==> src/rtl/vend_pkg.sv <==
// Shared types and coin helpers for the ticket machine payout side.
// Coin codes map to values 1, 5, 10 and 20 currency units.
package vend_pkg;

  typedef enum logic [2:0] {
    IDLE,
    TICKET,
    COIN,
    DONE,
    FAULT
  } state_t;

  localparam logic [1:0] COIN_1  = 2'd0;
  localparam logic [1:0] COIN_5  = 2'd1;
  localparam logic [1:0] COIN_10 = 2'd2;
  localparam logic [1:0] COIN_20 = 2'd3;

  function automatic logic [7:0] denom_value(input logic [1:0] code);
    logic [7:0] v;
    case (code)
      COIN_20: v = 8'd20;
      COIN_10: v = 8'd10;
      COIN_5:  v = 8'd5;
      default: v = 8'd1;
    endcase
    return v;
  endfunction

  // Largest coin not exceeding the amount; an amount of 0 yields COIN_1.
  function automatic logic [1:0] pick_denom(input logic [7:0] amount);
    logic [1:0] c;
    if (amount >= 8'd20)      c = COIN_20;
    else if (amount >= 8'd10) c = COIN_10;
    else if (amount >= 8'd5)  c = COIN_5;
    else                      c = COIN_1;
    return c;
  endfunction

endpackage

==> src/rtl/ack_watchdog.sv <==
// Counts consecutive cycles an item is offered without acknowledgement.
// expired is raised during the ACK_TIMEOUT-th such cycle.
module ack_watchdog #(
  parameter int ACK_TIMEOUT = 255
) (
  input  logic clk,
  input  logic rst,
  input  logic clr,
  input  logic wait_en,
  input  logic kick,
  output logic expired
);

  localparam logic [15:0] LIMIT = 16'(ACK_TIMEOUT - 1);

  logic [15:0] cnt;

  always_ff @(posedge clk or posedge rst) begin
    if (rst)                          cnt <= '0;
    else if (clr || kick || !wait_en) cnt <= '0;
    else                              cnt <= cnt + 16'd1;
  end

  assign expired = wait_en && (cnt == LIMIT);

endmodule

==> src/rtl/change_dispenser.sv <==
// Payout controller: issues tickets, then greedy coin change, each item as
// a valid/ack handshake guarded by an acknowledgement watchdog.
module change_dispenser
  import vend_pkg::*;
#(
  parameter int ACK_TIMEOUT = 255
) (
  input  logic       clk,
  input  logic       rst,
  input  logic       clr,
  input  logic       start,
  input  logic [7:0] change_amt,
  input  logic [2:0] ticket_cnt,
  output logic       ticket_valid,
  input  logic       ticket_ack,
  output logic       coin_valid,
  output logic [1:0] coin_denom,
  input  logic       coin_ack,
  output logic       busy,
  output logic       done,
  output logic       fault,
  output logic [7:0] paid_total
);

  state_t     state, state_n;
  logic [2:0] tickets_left, tickets_left_n;
  logic [7:0] change_left, change_left_n;
  logic [7:0] paid_n;
  logic [1:0] denom;
  logic [7:0] denom_val;
  logic       tick_acc, coin_acc, wait_en, kick, expired;

  assign denom     = pick_denom(change_left);
  assign denom_val = denom_value(denom);

  assign ticket_valid = (state == TICKET);
  assign coin_valid   = (state == COIN);
  assign coin_denom   = coin_valid ? denom : COIN_1;
  assign busy         = (state != IDLE);
  assign done         = (state == DONE);
  assign fault        = (state == FAULT);

  // Acks coinciding with clr are dropped so counters stay untouched.
  assign tick_acc = ticket_valid && ticket_ack && !clr;
  assign coin_acc = coin_valid && coin_ack && !clr;
  assign wait_en  = (ticket_valid && !ticket_ack) || (coin_valid && !coin_ack);
  assign kick     = tick_acc || coin_acc || (state_n != state);

  ack_watchdog #(
    .ACK_TIMEOUT(ACK_TIMEOUT)
  ) u_wdog (
    .clk    (clk),
    .rst    (rst),
    .clr    (clr),
    .wait_en(wait_en),
    .kick   (kick),
    .expired(expired)
  );

  always_comb begin
    state_n        = state;
    tickets_left_n = tickets_left;
    change_left_n  = change_left;
    paid_n         = paid_total;
    if (clr) begin
      state_n = IDLE;
    end else begin
      case (state)
        IDLE: begin
          if (start) begin
            tickets_left_n = ticket_cnt;
            change_left_n  = change_amt;
            paid_n         = 8'd0;
            if (ticket_cnt != 3'd0)     state_n = TICKET;
            else if (change_amt != 8'd0) state_n = COIN;
            else                         state_n = DONE;
          end
        end
        TICKET: begin
          if (tick_acc) begin
            tickets_left_n = tickets_left - 3'd1;
            if (tickets_left == 3'd1)
              state_n = (change_left != 8'd0) ? COIN : DONE;
          end else if (expired) begin
            state_n = FAULT;
          end
        end
        COIN: begin
          if (coin_acc) begin
            change_left_n = change_left - denom_val;
            paid_n        = paid_total + denom_val;
            if (change_left == denom_val) state_n = DONE;
          end else if (expired) begin
            state_n = FAULT;
          end
        end
        DONE:    state_n = IDLE;
        FAULT:   state_n = FAULT;
        default: state_n = IDLE;
      endcase
    end
  end

  always_ff @(posedge clk or posedge rst) begin
    if (rst) begin
      state        <= IDLE;
      tickets_left <= 3'd0;
      change_left  <= 8'd0;
      paid_total   <= 8'd0;
    end else begin
      state        <= state_n;
      tickets_left <= tickets_left_n;
      change_left  <= change_left_n;
      paid_total   <= paid_n;
    end
  end

endmodule
==> config.mk <==
export PLATFORM = sky130hd
export DESIGN_NAME = change_dispenser
export DESIGN_NICKNAME = d
export VERILOG_FILES = /design/src/rtl/vend_pkg.sv /design/src/rtl/ack_watchdog.sv /design/src/rtl/change_dispenser.sv
export SDC_FILE = /design/constraint.sdc
export NUM_CORES = 1
export LEC_CHECK = 0
export BUFFER_PORTS_ARGS = -buffer_cell sky130_fd_sc_hd__buf_2
export CORE_MARGIN = 2
export CORE_UTILIZATION = 44
export CTS_BUF_LIST = sky130_fd_sc_hd__clkbuf_16
export CTS_CLUSTER_SIZE = 25
export DETAILED_ROUTE_END_ITERATION = 8
export PLACE_DENSITY = 0.66
export SLEW_MARGIN = 10
export SYNTH_ARGS = -nofsm -noshare
export SYNTH_HDL_FRONTEND = slang
export SYNTH_SLANG_ARGS = --single-unit
==> constraint.sdc <==
create_clock -name clk -period 2.4 [get_ports clk]
set_input_delay 0.24 -clock clk [delete_from_list [all_inputs] [get_ports clk]]
set_output_delay 0.24 -clock clk [all_outputs]
set_load 0.05 [all_outputs]
==> results.txt <==
Crit path max-delay family: simple AND/OR/NAND/NOR gates
endpoints failing setup: 5
Worst Setup Start Kind: flop
dpl cells: 385
Crit path largest cell delay: 0.47 ns
total CTS buffers: 5
vias per cell: 5.52
most frequent cells in the layout: dfrtp_1, nor2_1, buf_4, buf_2, inv_1
total detailed-routing wirelength: 6070 um
total design power: 2.62 mW
max-cap viol count: 0
non-filler instance count after layout: 402
DRC viols: 0
ys async rst share: 1.00
failing checks: setup timing
Buffers on Ports: 31
Boundary Pins: 32
Clk Latency, worst-skew pair: 0.28 ns
Logic pwr share: 0.388
clock period minus final worst setup slack: 2.58 ns
area delta synth->final: 32.0%
Clock Power Share: 0.323
Net Count, Synth: 299
most common cell after layout, fill and taps aside: dfrtp_1
wire per inst: 15.1 um
actual slew at the worst max-slew pin: 0.508 ns
TritonRoute pass-1 iters: 4
CTS tree: done
CP Max Fanout: 3
post-layout util: 0.595
chip width: 78.9 um
worst-path cell chain: nor4_4, and2_4, or2_4, buf_4, ha_4, nor2b_4, o31a_1, o21a_1, or4b_1, o211ai_1
Sequential Power Share: 0.288
CP arrival: 2.77 ns
CP endpoint kind: flop
Seq cells post-synth: 38
crit path from: change_left[4]$_DFFE_PP0P_
Psw: 816 uW
Crit Path Category: flop to flop
yosys warns: 0
Initial Utilization: 0.451
worst IR drop on VDD: 345 uV
initial antenna violation count: 0
total track usage: 0.199
share of cells above drive strength 1: 0.297
largest net degree at the start of global routing: 39
Crit path required time: 2.59 ns
Initial DRC Count: 92
Detail Placement HPWL: 4210 um
nets@finish: 362
ant diodes: 0
min setup slack post-route: -0.179 ns
Pleak: 1.51 nW
unrepaired setup endpoints after global routing: yes
fmax: 0.388 GHz
hold_buf cts: 0
Overflow after GRT: 0
first-pass GRT wire length: 9800 um
Die ar.: 6220 um^2
Power Density: 804 nW/um^2
Netlist cell types: 52
Core ar.: 5470 um^2
number of flops mapped to enable cells by yosys: 0
worst flop-to-flop path startpoint: change_left[4]$_DFFE_PP0P_
root buffer cell: clkbuf_16
num rows: 27
Rel. slew slack: 0.661
Reg clk slew, reported paths: 0.06 ns
outcome: complete, but fails checks
depth of the CTS H-tree: 2
Max Root-Sink Buffers: 2
Top FF cell, synth: dfrtp_1
Slowest-stage cell, CP: or4b_1
Worst Hold Class: primary input to asynchronous set/reset pin
Fin. Hold Viols: 0
DRT antenna net count: 0
Buf+Inv Stages, Crit Path: 1
max-slew violation count: 0
clock sink count: 38
GP Congestion: 0.848
Die Y: 78.9 um
post-synthesis sequential area ratio: 0.385
Fin Clk Skew: 0.00375 ns
number of global-route vias before repair: 2131
Sw Ratio: 0.311
internal power: 1.81 mW
R2R Setup Slk: -0.18 ns
post-synthesis cell count: 266
final worst-path cycle share: 1.07
Vias: 2219
synthesized cell area: 2470 um^2
Syn Area/Cell: 9.28 um^2
-- metal layers --
layer	vias up	global-route usage	part of all wire
li1	1093	-	-
met1	1089	0.273	0.47
met2	35	0.327	0.49
met3	2	0.0409	0.029
met4	0	0.0448	0.0035
met5	-	0	0
-- flip-flops by register name, indices dropped and copies added, names as in the netlist --
name          flops
u_wdog.cnt       16
tickets_left      3
state             3
paid_total        8
change_left       8
-- Yosys cell counts, types with 3 or more instances --
library cell	n	area, um^2
o21a_1	8	60.1
nand3_1	10	50.1
a211o_1	3	26.3
a211oi_1	4	30.0
nor2b_1	5	31.3
and3_1	4	25.0
nor2_1	37	139
and2_1	3	18.8
a21oi_1	5	25.0
a21o_1	3	22.5
o21ai_0	13	65.1
a221o_1	3	30.0
buf_4	3	22.5
nand4_1	5	31.3
dfrtp_1	38	951
inv_1	15	56.3
xor2_1	12	105
or3_1	3	18.8
a22oi_1	4	30.0
nor4_1	5	31.3
nor3_1	6	30.0
o211ai_1	4	30.0
xnor2_1	8	70.1
ha_1	14	175
clkbuf_1	4	15.0
nand2_1	12	45.0
or4_1	3	22.5
-- worst register-to-register path: cells and delay by family, from the launching register on --
| kind | cells | cell delay (ns) |
|---|---|---|
| AND/OR/NAND/NOR | 5 | 1.25 |
| flip-flops | 1 | 0.41 |
| AO/OA/AOI/OAI | 3 | 0.53 |
| adder cells (fa/ha/maj) | 1 | 0.19 |
| buffers and inverters | 1 | 0.11 |
-- through the flow --
step                TNS, ns  hold slack [ns]  cell area [um^2]  setup WS (ns)
floorplan           -0.0542            0.373              2480        -0.0542
global route          -1.56            0.126              3260         -0.297
detailed placement   -0.316            0.399              2860         -0.114
CTS                  -0.250           0.0971              3110         -0.111
finish               -0.572           0.0710              3260         -0.179
global placement    -0.0267            0.395              2860        -0.0267
-- final timing paths --
check | end | depth (start not counted)
worst max-delay path | change_left[7]$_DFFE_PP0P_ | 10
worst min-delay path | paid_total[7]$_DFFE_PP0P_ | 3
worst max register to register | change_left[7]$_DFFE_PP0P_ | 10
worst min register to register | paid_total[2]$_DFFE_PP0P_ | 2
max in group asynchronous | change_left[1]$_DFFE_PP0P_ | 3
min in group clk | change_left[3]$_DFFE_PP0P_ | 2
-- final cells by class --
class                           instances  area [um^2]
Inverter                               15         56.3
Timing Repair Buffer                   64          407
Tap cell                               72         90.1
Fill cell                             488         2210
Sequential cell                        38          951
Clock buffer                            5          125
Multi-Input combinational cell        205         1570
Clock inverter                          3         63.8
-- power by group through the flow --
| stage | Clock [mW] | Combinational (mW) | Sequential [mW] |
|---|---|---|---|
| after floorplan | 0 | 0.482 | 0.768 |
| after global placement | 0 | 0.795 | 0.754 |
| after detailed placement | 0 | 0.803 | 0.758 |
| after CTS | 0.865 | 0.842 | 0.753 |
| after global routing | 0.892 | 1.11 | 0.762 |
| final | 0.847 | 1.02 | 0.756 |
-- repair_timing --
item                                    in CTS  in global routing
pin swaps                                    1                  4
gates cloned                                 0                  0
setup buffers                                3                  6
resized for setup                            6                 18
endpoints found under the setup margin       7                  9
-- logic make-up after synthesis --
logic type	after synthesis	synth area share
adder cells (fa/ha/maj)	17	0.0913
buffers and inverters	23	0.0401
multiplexers	2	0.00811
XOR/XNOR	20	0.0710
AO/OA/AOI/OAI	62	0.182
flip-flops	38	0.385
AND/OR/NAND/NOR	104	0.222
Power figures use the tool's default switching activity.
